## src/rtl/vending_machine_param.sv

```systemverilog
// rtl/vending_machine_param.sv - parametrised two-coin vending FSM with refund, change train and sales counter
module vending_machine_param #(
    parameter int unsigned PRICE       = 3,
    parameter int unsigned COIN_LO_VAL = 1,
    parameter int unsigned COIN_HI_VAL = 2,
    parameter int unsigned SOLD_W      = 8,
    localparam int unsigned CW         = $clog2(PRICE + COIN_HI_VAL + 1)
) (
    input  logic              sys_clk,
    input  logic              sysRstN,
    input  logic              piHalf,
    input  logic              piOne,
    input  logic              piCancel,
    output logic              OCola,
    output logic              change1,
    output logic              oReject,
    output logic              oBusy,
    output logic [CW-1:0]     oCredit,
    output logic [SOLD_W-1:0] oSoldCnt
);

    localparam logic [CW-1:0] PRICE_C  = CW'(PRICE);
    localparam logic [CW-1:0] LO_C     = CW'(COIN_LO_VAL);
    localparam logic [CW-1:0] HI_C     = CW'(COIN_HI_VAL);
    localparam logic [CW-1:0] ONE_C    = CW'(1);

    typedef enum logic {
        COLLECT = 1'b0,
        PAYOUT  = 1'b1
    } state_t;

    state_t              state_q;
    logic [CW-1:0]       credit_q;
    logic [CW-1:0]       pay_cnt_q;
    logic                cola_q;
    logic                change_q;
    logic                reject_q;
    logic [SOLD_W-1:0]   sold_q;

    logic                coin_both;
    logic                coin_any;
    logic [CW-1:0]       coin_val;
    logic [CW-1:0]       sum;
    logic [CW-1:0]       chg;

    // Decode the coin inputs into a unit value; both coins at once is illegal and worth nothing.
    always_comb begin
        coin_both = piHalf & piOne;
        coin_any  = piHalf | piOne;
        coin_val  = '0;
        if (piHalf && !piOne) begin
            coin_val = LO_C;
        end else if (piOne && !piHalf) begin
            coin_val = HI_C;
        end
        sum = credit_q + coin_val;
        chg = sum - PRICE_C;
    end

    // Collect/payout FSM; every output is a register so responses land one cycle after sampling.
    always_ff @(posedge sys_clk or negedge sysRstN) begin
        if (!sysRstN) begin
            state_q   <= COLLECT;
            credit_q  <= '0;
            pay_cnt_q <= '0;
            cola_q    <= 1'b0;
            change_q  <= 1'b0;
            reject_q  <= 1'b0;
            sold_q    <= '0;
        end else begin
            cola_q   <= 1'b0;
            change_q <= 1'b0;
            reject_q <= 1'b0;
            case (state_q)
                COLLECT: begin
                    reject_q <= coin_both;
                    if (piCancel) begin
                        // Refund wins over vending: a coin arriving with cancel is paid back too.
                        if (sum != '0) begin
                            credit_q  <= '0;
                            change_q  <= 1'b1;
                            pay_cnt_q <= sum - ONE_C;
                            if (sum > ONE_C) begin
                                state_q <= PAYOUT;
                            end
                        end
                    end else if (sum >= PRICE_C) begin
                        cola_q   <= 1'b1;
                        credit_q <= '0;
                        if (sold_q != {SOLD_W{1'b1}}) begin
                            sold_q <= sold_q + 1'b1;
                        end
                        // First change unit goes out alongside the vend pulse.
                        if (chg != '0) begin
                            change_q  <= 1'b1;
                            pay_cnt_q <= chg - ONE_C;
                            if (chg > ONE_C) begin
                                state_q <= PAYOUT;
                            end
                        end
                    end else begin
                        credit_q <= sum;
                    end
                end
                PAYOUT: begin
                    // Busy paying out: coins are bounced, cancel has nothing left to refund.
                    reject_q  <= coin_any;
                    change_q  <= 1'b1;
                    pay_cnt_q <= pay_cnt_q - ONE_C;
                    if (pay_cnt_q == ONE_C) begin
                        state_q <= COLLECT;
                    end
                end
                default: begin
                    state_q <= COLLECT;
                end
            endcase
        end
    end

    assign OCola    = cola_q;
    assign change1  = change_q;
    assign oReject  = reject_q;
    assign oBusy    = (state_q == PAYOUT);
    assign oCredit  = credit_q;
    assign oSoldCnt = sold_q;

endmodule

```

## config.mk

```make
export PLATFORM = sky130hd
export DESIGN_NAME = vending_machine_param
export DESIGN_NICKNAME = d
export VERILOG_FILES = /design/src/rtl/vending_machine_param.sv
export SDC_FILE = /design/constraint.sdc
export NUM_CORES = 1
export LEC_CHECK = 0
export ABC_AREA = 1
export ABC_CLOCK_PERIOD_IN_PS = 3200
export BUFFER_PORTS_ARGS = -buffer_cell sky130_fd_sc_hd__buf_2
export CELL_PAD_IN_SITES_DETAIL_PLACEMENT = 1
export CELL_PAD_IN_SITES_GLOBAL_PLACEMENT = 1
export CORE_MARGIN = 8
export CORE_UTILIZATION = 35
export DETAILED_ROUTE_END_ITERATION = 6
export HOLD_SLACK_MARGIN = 0.08
export PLACE_DENSITY_LB_ADDON = 0.08
export REMOVE_ABC_BUFFERS = 1
export SYNTH_ARGS = -nofsm -noshare
export SYNTH_HDL_FRONTEND = slang
export SYNTH_SLANG_ARGS = --single-unit
```

## constraint.sdc

```tcl
create_clock -name sys_clk -period 3.2 [get_ports sys_clk]
set_clock_uncertainty 0.15 [all_clocks]
set_input_delay 0.48 -clock sys_clk [delete_from_list [all_inputs] [get_ports sys_clk]]
set_output_delay 0.48 -clock sys_clk [all_outputs]
set_load 0.01 [all_outputs]
```

==> reports/metrics.cfg <==
[timing]
rsz0062_at_grt = false
period_share_pct = 86.7
slew_violations = 0
final-setup-viol-count = 0
max_clock_freq_mhz = 360
setup_tns_ps = 0
hold_viol = 0
fin_crit_ps = 2780
hold_ws_ps = 390
slew_headroom_pct = 71.6
worst_pin_slew_ps = 425

[floorplan]
io_pins = 20
fp.dieArea_um2 = 5910
rows = 22
initial_core_util_pct = 35.9
die_h_um = 76.9
core_area_um2 = 3610
die_w_um = 76.9

[detailed_routing]
wl_per_cell_um = 13.6
via_count = 1074
drc = 0
post_drt_via_cell_ratio = 4.71
dr.first_iter.drc_count = 28
routed_wl_um = 3100
drtAntennaViolNets = 0
first_pass_iters = 4

[hold_path]
min_path_type = reg2reg
min_path_cells = 2
whs_endpoint = oCredit[0]$_DFFE_PN0P_
hold_start = oCredit[0]$_DFFE_PN0P_

[cts]
cts_setup_buffers = 0
cts_resized = 0
clock_path_buffers = 2
cts.clk_slew.worst_paths_ps = 70
clk_latency_ps = 250
h-tree-depth = 1
cts_buffers = 3
clockRootBuffer = clkbuf_8
clock-sinks = 18
cts_tree = done
cts_hold_buf = 1

[synthesis]
synth_edf_count = 0
yosysSeqAreaShare_pct = 34.7
synth_area_leaders = dfrtp_1, nand2_1, ha_1, nand2_4, inv_1
synth_warnings = 0
syn_inst = 158
post-synth-top-area-cell = dfrtp_1
synth_area_um2 = 1300
synth.ff_latch_count = 18
synth_ff_type = dfrtp_1
synth-async-reset-ratio_pct = 100
ys_types = 28
synth_top_area_share_pct = 34.7
avgSynthCellArea_um2 = 8.20

[run]
timing.max_cap.violations = 0

[outcome]
status = completed

[setup_path]
cp.required_ps = 3250
rr_startpoint = oCredit[0]$_DFFE_PN0P_
reg2reg_depth = 13
path_class = in2reg
cp.arrival_ps = 2820
r2r_end = pay_cnt_q[2]$_DFFE_PN0P_
r2r_slack_ps = 520
start_kind = input port
worstPathMaxFanout = 5
critPathCaptureType = flop

[power_and_ir_drop]
p_int_uw = 636
combinationalPowerShare_pct = 52.3
leakagePower_nw = 0.804
switchingPower_uw = 531
seqPwrFrac_pct = 31.6
ir_drop_mv = 0.246
power_density_nw_per_um2 = 775
pwr-share-clk_pct = 16.2
swShare_pct = 45.5

[global_routing]
antenna_found_initial = 0
grt_pass1_wl_um = 5510
grt.total_usage_pct = 11.3
grt_pass1_vias = 1211
grt.overflow.total = 0
grt_start_max_net_pins = 19

[layout]
final_cell_mix = nand2_1, buf_2, dfrtp_1
drive_gt1_share_pct = 30.0
finalNetCount = 197
fill_cells = 446
syn_to_final_growth_pct = 16.2
layout_commonest_cell = nand2_1
antenna_cells = 0

[placed_design]
place.gp.congestion = 0.824
dp_hpwl_um = 2580
portBuffers = 19

==> worst max-delay path, cell delays in order <==
cell	delay [ps]
buf_2	100
inv_1	60
nor2_1	90
ha_1	150
inv_1	50
fa_1	590
inv_2	80
ha_1	240
ha_1	280
inv_1	50
ha_1	290
a21oi_1	140
nand2_1	70
nand2_1	50
nand2_1	50
nand2_1	50
==> routing by layer <==
layer	vias to the layer above	track usage, %	share of wire, %
met5	-	0	0
met4	0	4.04	1.6
li1	542	-	-
met3	5	2.68	2.9
met1	514	12.9	44
met2	13	20.0	52
==> worst max path at each step <==
stage	start	end	slack, ps
after floorplan	piHalf	pay_cnt_q[2]$_DFFE_PN0P_	440
after global placement	piHalf	pay_cnt_q[2]$_DFFE_PN0P_	210
after detailed placement	piHalf	pay_cnt_q[2]$_DFFE_PN0P_	110
after CTS	piHalf	pay_cnt_q[2]$_DFFE_PN0P_	400
after global routing	piHalf	pay_cnt_q[2]$_DFFE_PN0P_	180
final	piHalf	pay_cnt_q[2]$_DFFE_PN0P_	420
==> cell usage after synthesis (2+ instances only) <==
cell type   n
a21oi_1     5
a21oi_2     2
buf_2       2
dfrtp_1    18
ha_1       10
inv_1      14
inv_2       7
nand2_1    43
nand2_2     7
nand2_4     5
nand3_1     3
nand3_2     2
nand4_1     4
nor2_1      9
nor2_4      2
o21ai_0     8
o21ai_2     2
xnor2_1     4
xor2_1      2
==> sequential cells by signal, summed over array words and instances (netlist names) <==
| signal | flops |
|---|---|
| pay_cnt_q | 3 |
| OCola | 1 |
| oBusy | 1 |
| oSoldCnt | 8 |
| oReject | 1 |
| change1 | 1 |
| oCredit | 3 |
==> power groups by stage <==
stage / Sequential [mW] / Combinational [mW] / Clock (mW)
detailed placement: 0.375 / 0.621 / 0
finish: 0.368 / 0.610 / 0.189
floorplan: 0.382 / 0.431 / 0
CTS: 0.371 / 0.623 / 0.197
global placement: 0.370 / 0.601 / 0
global route: 0.382 / 0.696 / 0.203
==> area by class of cell <==
class / count / area, µm² / area share (%)
multi-input cells: 117 / 757 / 50.2
flip-flops and latches: 18 / 450 / 29.9
repair buffers: 20 / 105 / 6.98
inverters: 21 / 78.8 / 5.23
well taps: 48 / 60.1 / 3.99
clock buffers: 4 / 55.1 / 3.65
==> through the flow <==
stage	std cells	cell area (µm²)	setup slack [ps]	power, mW	util [%]
floorplan	156	1290	440	0.813	-
global placement	223	1440	208	0.972	40.0
detailed placement	223	1440	106	0.996	40.0
CTS	228	1510	398	1.19	41.8
global route	228	1510	180	1.28	41.8
finish	228	1510	425	1.17	41.8
==> kinds of logic (layout without fill, tap and decap cells) <==
family                   Yosys count  in the layout  share of synthesized area, %
XOR/XNOR                           6              6                          4.05
AND/OR/NAND/NOR                   79             79                          33.1
buffers and inverters             23             45                          6.85
flip-flops                        18             18                          34.7
adder cells (fa/ha/maj)           11             11                          11.2
AO/OA/AOI/OAI                     21             21                          10.0
(Power assumes the default switching activity.)
